File: config.mk
export PLATFORM = sky130hd
export DESIGN_NAME = program_loader
export DESIGN_NICKNAME = d
export VERILOG_FILES = /design/src/rtl/program_loader.sv
export SDC_FILE = /design/constraint.sdc
export NUM_CORES = 1
export LEC_CHECK = 0
export BUFFER_PORTS_ARGS = -buffer_cell sky130_fd_sc_hd__clkbuf_2
export CORE_ASPECT_RATIO = 1.75
export CORE_MARGIN = 2
export CORE_UTILIZATION = 40
export DETAILED_ROUTE_END_ITERATION = 16
export PLACE_DENSITY = 0.54
export RECOVER_POWER = 25
export REMOVE_ABC_BUFFERS = 1
export SYNTH_ARGS = -nofsm -noshare
export SYNTH_HDL_FRONTEND = slang
export SYNTH_SLANG_ARGS = --single-unit
File: constraint.sdc
create_clock -name clk -period 2.3 [get_ports clk]
set_clock_uncertainty 0.1 [all_clocks]
set_input_delay 0.115 -clock clk [delete_from_list [all_inputs] [get_ports clk]]
set_output_delay 0.115 -clock clk [all_outputs]
set_load 0.01 [all_outputs]
File: src/rtl/program_loader.sv
// Byte-stream program loader: receives BASE/LEN/payload/CHK frames and
// writes each payload byte into a ROM through the edit/unit/code/send port.
module program_loader #(
    parameter int TIMEOUT = 1023
) (
    input  logic       clk,
    input  logic       rst_n,
    input  logic       start,
    input  logic       in_valid,
    input  logic [7:0] in_data,
    output logic       in_ready,
    output logic       edit,
    output logic [7:0] unit,
    output logic [7:0] code,
    output logic       send,
    output logic       busy,
    output logic       done,
    output logic       error
);

    localparam int IW = (TIMEOUT < 2) ? 1 : $clog2(TIMEOUT + 1);

    typedef enum logic [2:0] {
        IDLE,
        GET_BASE,
        GET_LEN,
        GET_DATA,
        WRITE,
        GET_CHK
    } state_t;

    state_t          state;
    logic [7:0]      pointer;
    logic [7:0]      acc;
    logic [8:0]      count;
    logic [IW-1:0]   idle_cnt;
    logic            xfer;
    logic            timed_out;

    // Valid/ready: a byte moves on any rising edge where in_valid & in_ready.
    // in_ready is registered and is high only in the four GET states.
    assign xfer      = in_valid & in_ready;
    assign timed_out = !xfer && (idle_cnt == IW'(TIMEOUT - 1));

    always_ff @(posedge clk or negedge rst_n) begin
        if (!rst_n) begin
            state    <= IDLE;
            in_ready <= 1'b0;
            edit     <= 1'b0;
            send     <= 1'b0;
            busy     <= 1'b0;
            done     <= 1'b0;
            error    <= 1'b0;
            unit     <= 8'h00;
            code     <= 8'h00;
            pointer  <= 8'h00;
            count    <= 9'd0;
            acc      <= 8'h00;
            idle_cnt <= '0;
        end else begin
            done <= 1'b0;
            case (state)
                IDLE: begin
                    if (start) begin
                        state    <= GET_BASE;
                        error    <= 1'b0;
                        edit     <= 1'b1;
                        busy     <= 1'b1;
                        in_ready <= 1'b1;
                        idle_cnt <= '0;
                    end
                end

                GET_BASE, GET_LEN, GET_DATA, GET_CHK: begin
                    if (xfer) begin
                        idle_cnt <= '0;
                        case (state)
                            GET_BASE: begin
                                pointer <= in_data;
                                state   <= GET_LEN;
                            end
                            GET_LEN: begin
                                count <= (in_data == 8'h00) ? 9'd256 : {1'b0, in_data};
                                acc   <= 8'h00;
                                state <= GET_DATA;
                            end
                            GET_DATA: begin
                                unit     <= pointer;
                                code     <= in_data;
                                send     <= 1'b1;
                                acc      <= acc + in_data;
                                in_ready <= 1'b0;
                                state    <= WRITE;
                            end
                            GET_CHK: begin
                                // Bytes already written stay in the ROM on a bad checksum.
                                if (in_data == acc) begin
                                    done <= 1'b1;
                                end else begin
                                    error <= 1'b1;
                                end
                                edit     <= 1'b0;
                                busy     <= 1'b0;
                                in_ready <= 1'b0;
                                state    <= IDLE;
                            end
                            default: ;
                        endcase
                    end else if (timed_out) begin
                        error    <= 1'b1;
                        edit     <= 1'b0;
                        busy     <= 1'b0;
                        in_ready <= 1'b0;
                        state    <= IDLE;
                    end else begin
                        idle_cnt <= idle_cnt + 1'b1;
                    end
                end

                WRITE: begin
                    send     <= 1'b0;
                    pointer  <= pointer + 8'h01;
                    count    <= count - 9'd1;
                    in_ready <= 1'b1;
                    state    <= (count == 9'd1) ? GET_CHK : GET_DATA;
                end

                default: begin
                    state    <= IDLE;
                    edit     <= 1'b0;
                    busy     <= 1'b0;
                    send     <= 1'b0;
                    in_ready <= 1'b0;
                end
            endcase
        end
    end

endmodule
Word-level counts from Yosys, hierarchy flattened. Index checks and enable logic that the tools add are counted.

Add/sub/neg operators: 4. Bitwise operators: 3. Multiplexer cells: 39. Reductions and logical operators: 19. Equality and inequality tests: 19.

Operators by type and width (number): 8-bit case mux with 2 select lines (2); 10-bit two-way mux (3); 9-bit two-way mux (3); 3-bit AND reduction (8); 10-bit case mux with 2 select lines (1); 9-bit case mux with 2 select lines (1); 1-bit two-way mux (17); 8-bit two-way mux (2); 3-bit inequality test, second input constant (5); 3-bit two-way mux (4); 3-bit case mux with 4 select lines (1); 10-bit by 1-bit adder with 10-bit output, second input constant (1); 10-bit equality test, second input constant (1); 2-bit inequality test, second input constant (5); 9-bit by 1-bit equality test with 1-bit output, second input constant (1); 3-bit case mux with 3 select lines (1); 9-bit by 1-bit subtractor with 9-bit output, second input constant (1); 8-bit by 1-bit adder with 8-bit output, second input constant (1); 8-bit adder (1); 8-bit equality test (1); 8-bit logical NOT (1); 3-bit by 2-bit equality test with 1-bit output, second input constant (2); 3-bit equality test, second input constant (2); 6-bit inequality test, second input constant (1); 13 further kinds (18).

Register bits: 59. Word-level logic and storage cells: 96. Input bits: 12.

Logic depth before layout (Yosys ltp).
Depth after elaboration: 6. Mapped depth: 8. Mapped depth without buffers: 7.

Least setup slack after synthesis. OpenSTA, ideal clock, no wires.

Path kind: reg-to-reg. From: reg acc[0]. To: reg acc[6]. Data required time: 2.071 ns. Data arrival time: 1.725 ns. Path slack: 0.346 ns. Stages on the path, launching flop included: 8. Period minus slack after synthesis: 1.954 ns. Cell sequence: dfrtp_1 > ha_1 > fa_1 > a211oi_1 > o21bai_1 > a21oi_1 > xor2_1 > o21ai_0.

Word-level cells in the longest chain between the ends: 2.

RTL lines: start: declaration (RTL line 34) `logic [7:0] acc;`; start signal: assignment (RTL line 91) `acc <= acc + in_data;`; 8-bit adder (RTL line 91); 8-bit case mux with 2 select lines (RTL line 77) `case (state)`.

No other way between the ends. A chain may end at the register's enable or synchronous reset.

Final worst setup path.
From: reg state[1]. To: reg count[7].

Word-level cells in the longest chain between the ends: 4. Elaborated cells between the ends (all ways): 11.

RTL lines: start: declaration (RTL line 32) `state_t state;`; start signal: assignment (RTL line 125) `state <= (count == 9'd1) ? GET_CHK : GET_DATA;`; 3-bit by 1-bit equality test with 1-bit output (tied with other cells) (RTL line 62) `case (state)`; 4-bit OR reduction (RTL line 62); 2-bit inequality test (no line) or 2-bit nonzero test (tied branches); 3-bit AND reduction (no line); end signal: assignment (RTL line 83) `count <= (in_data == 8'h00) ? 9'd256 : {1'b0, in_data};`; end signal: assignment (RTL line 123) `count <= count - 9'd1;`; end: declaration (RTL line 35) `logic [8:0] count;`.

Parallel ways exist; a longest one is shown, timed or not.

==> flow_summary.ini <==
[floorplan]
die_width_um = 72.2
ios = 34
start_util = 0.412
std_cell_rows = 43
fp.dieArea_mm2 = 0.00890
die_h_um = 123
coreArea_mm2 = 0.00791

[sta]
hold_viol_final = 0
fin_setup_tns_ps = 0
slew_headroom = 0.456
period_needed_ps = 2080
worst_pin_slew_ps = 816
rsz0062_at_grt = false
min_period_over_period = 0.906
fmaxAchievable_mhz = 480
slew_violations = 0
setup_viol = 0
hold_slack_ps = 25.3

[logic_synthesis]
synth_top_area_share = 0.453
synth_warnings = 0
netlist_top_cells_count = dfrtp_1, nand2_1, o21ai_0
yosys.area.top_type = dfrtp_1
synthDistinctLibCells = 58
synth_seq_cells = 59
synth-main-ff-cell = dfrtp_1
postSynth.asyncResetShare = 1.00
ys_seq_area_frac = 0.453
avgSynthCellArea_um2 = 9.58
syn_inst = 340
synth_area_leaders = dfrtp_1, mux2_2, nand2_1, ha_1, o21ai_0
post-synth-top-count-cell = dfrtp_1
synth_edf_count = 0
synthesis.area_mm2 = 0.00326

[critical_path]
critPathLaunchType = flop
cp.required_ps = 2410
cp-end-kind = flop
crit_buf_inv = 0
crit_path_max_fanout = 14
worst_ep_arrival_time_ps = 2190
crit_path_max_incr_delay_ps = 530
path_delay_family = simple AND/OR/NAND/NOR gates
path_cells = or3b_1 > or3_4 > nor2_2 > o21ai_1 > a22o_1
crit_type = reg2reg
reg2reg_from = state[1]$_DFFE_PN0P_
startpoint = state[1]$_DFFE_PN0P_
cp_slowest_cell = or3b_1

[grt]
grt_max_degree = 34
overflow = 0
grt_usage = 0.200
grt_antenna_before_repair = 0
grt_pass1_wl_um = 13700
grt_pass1_vias = 2761

[placed_design]
gp_congestion = 0.858
dp_hpwl_um = 6030
dp_cells = 462
io_buffers = 33
place_area_mm2 = 0.00356

[route]
firstDrtPassIters = 4
wl_um = 7970
ant_nets = 0
vias = 2692
dr.first_iter.drc_count = 214
drc_errors = 0
vias_per_cell = 5.63
wl_per_cell_um = 16.7

[power]
switchingPower_mw = 1.90
p_leak_nw = 1.69
p_comb_frac = 0.372
irDropWorstVdd_mv = 0.541
sw_frac_of_total = 0.368
seq_power_share = 0.358
clock_power_share = 0.269
power_per_cell_area_mw_per_mm2 = 1340
p_int_mw = 3.26

[hold_path]
hold_path.class = in2reg
hold_path_startpoint = in_data[0]

[cells_and_area]
area_growth_syn_to_layout_pct = 18.5
layout-drive-gt1-share = 0.162
fin_cells = 478
final_area_mm2 = 0.00386
layout.nets = 409
antenna_cells = 0

[clocking]
clkLatencyLatePin_ps = 320
cts.sinks = 59
numCtsBuffers = 9
root_buffer = clkbuf_16
cts_resized = 0
clkTransAtPathRegs_ps = 50
clockBufferDepth = 2
cts_max_level = 3
tritoncts = yes

[job]
drv_cap = 0

[outcome]
status = complete, no violations
-- placed cells by master (no fill, tap or decap), drive strengths merged, types with 8 or more instances in the layout --
cell type,count
nor4,8
inv,9
mux2,15
nand3,20
buf,14
dfrtp,59
nand2,42
o21ai,28
clkbuf,47
nor2,23
ha,12
a21oi,17
-- tightest hold or removal path, cell delays in order --
cell and delay [ps]:
clkbuf_2 130, inv_1 80, o21ai_0 70
-- repair_timing --
action                    4_1_cts  5_1_grt
setup buffers                   0        0
hold buffers                    1        0
hold endpoints to repair       29        0
-- path summary, 6_finish.rpt --
| kind | end | slack, ps | cells past startpoint |
|---|---|---|---|
| min in group asynchronous | unit[2]$_DFFE_PN0P_ | 320 | 2 |
| worst min register to register | acc[0]$_DFFE_PN0P_ | 370 | 2 |
| worst min-delay path | code[0]$_DFFE_PN0P_ | 30 | 3 |
| worst max register to register | count[7]$_DFFE_PN0P_ | 220 | 5 |
| worst max-delay path | count[7]$_DFFE_PN0P_ | 220 | 5 |
| max in group asynchronous | idle_cnt[6]$_DFFE_PN0P_ | 1110 | 3 |
-- sequential cells by signal (all words and copies together), names as in the netlist --
signal	cells
in_ready	1
send	1
busy	1
error	1
state	3
unit	8
done	1
code	8
pointer	8
idle_cnt	10
acc	8
count	9
-- cells by family after synthesis --
group / synth area share
flops: 0.453
buf+inv: 0.0342
xor+xnor: 0.0269
compound gates: 0.173
simple gates: 0.196
fa+ha+maj: 0.0523
mux: 0.0642
-- through the flow --
stage	util	worst slack (ps)	power, mW
6_report	0.488	216	5.16
3_3_place_gp	0.450	248	3.82
2_1_floorplan	-	-61.9	3.12
3_5_place_dp	0.450	231	3.85
4_1_cts	0.491	215	5.26
5_1_grt	0.488	83.2	5.60
-- cell type report --
cell class              count  area [um2]
fillers                   774        4050
multi-input cells         257        1670
flip-flops and latches     59        1480
clock buffers              14         284
repair buffers             48         254
well taps                  90         113
inverters                   9        33.8
clock inverters             1        30.0
-- layer usage --
layer  GRT usage  up-vias  share of wire
met3      0.0399       11          0.033
met5           0        -              0
met2       0.353       47           0.55
met4      0.0932        0          0.019
li1            -     1322              -
met1       0.227     1312           0.40
-- power by group through the flow --
stage | Combinational (mW) | Sequential (mW) | Clock [mW]
6_report | 1.92 | 1.85 | 1.39
3_5_place_dp | 1.98 | 1.86 | 0
5_1_grt | 2.20 | 1.92 | 1.47
4_1_cts | 1.99 | 1.85 | 1.42
2_1_floorplan | 1.22 | 1.90 | 0
3_3_place_gp | 1.97 | 1.85 | 0
(Power assumes the default switching activity.)
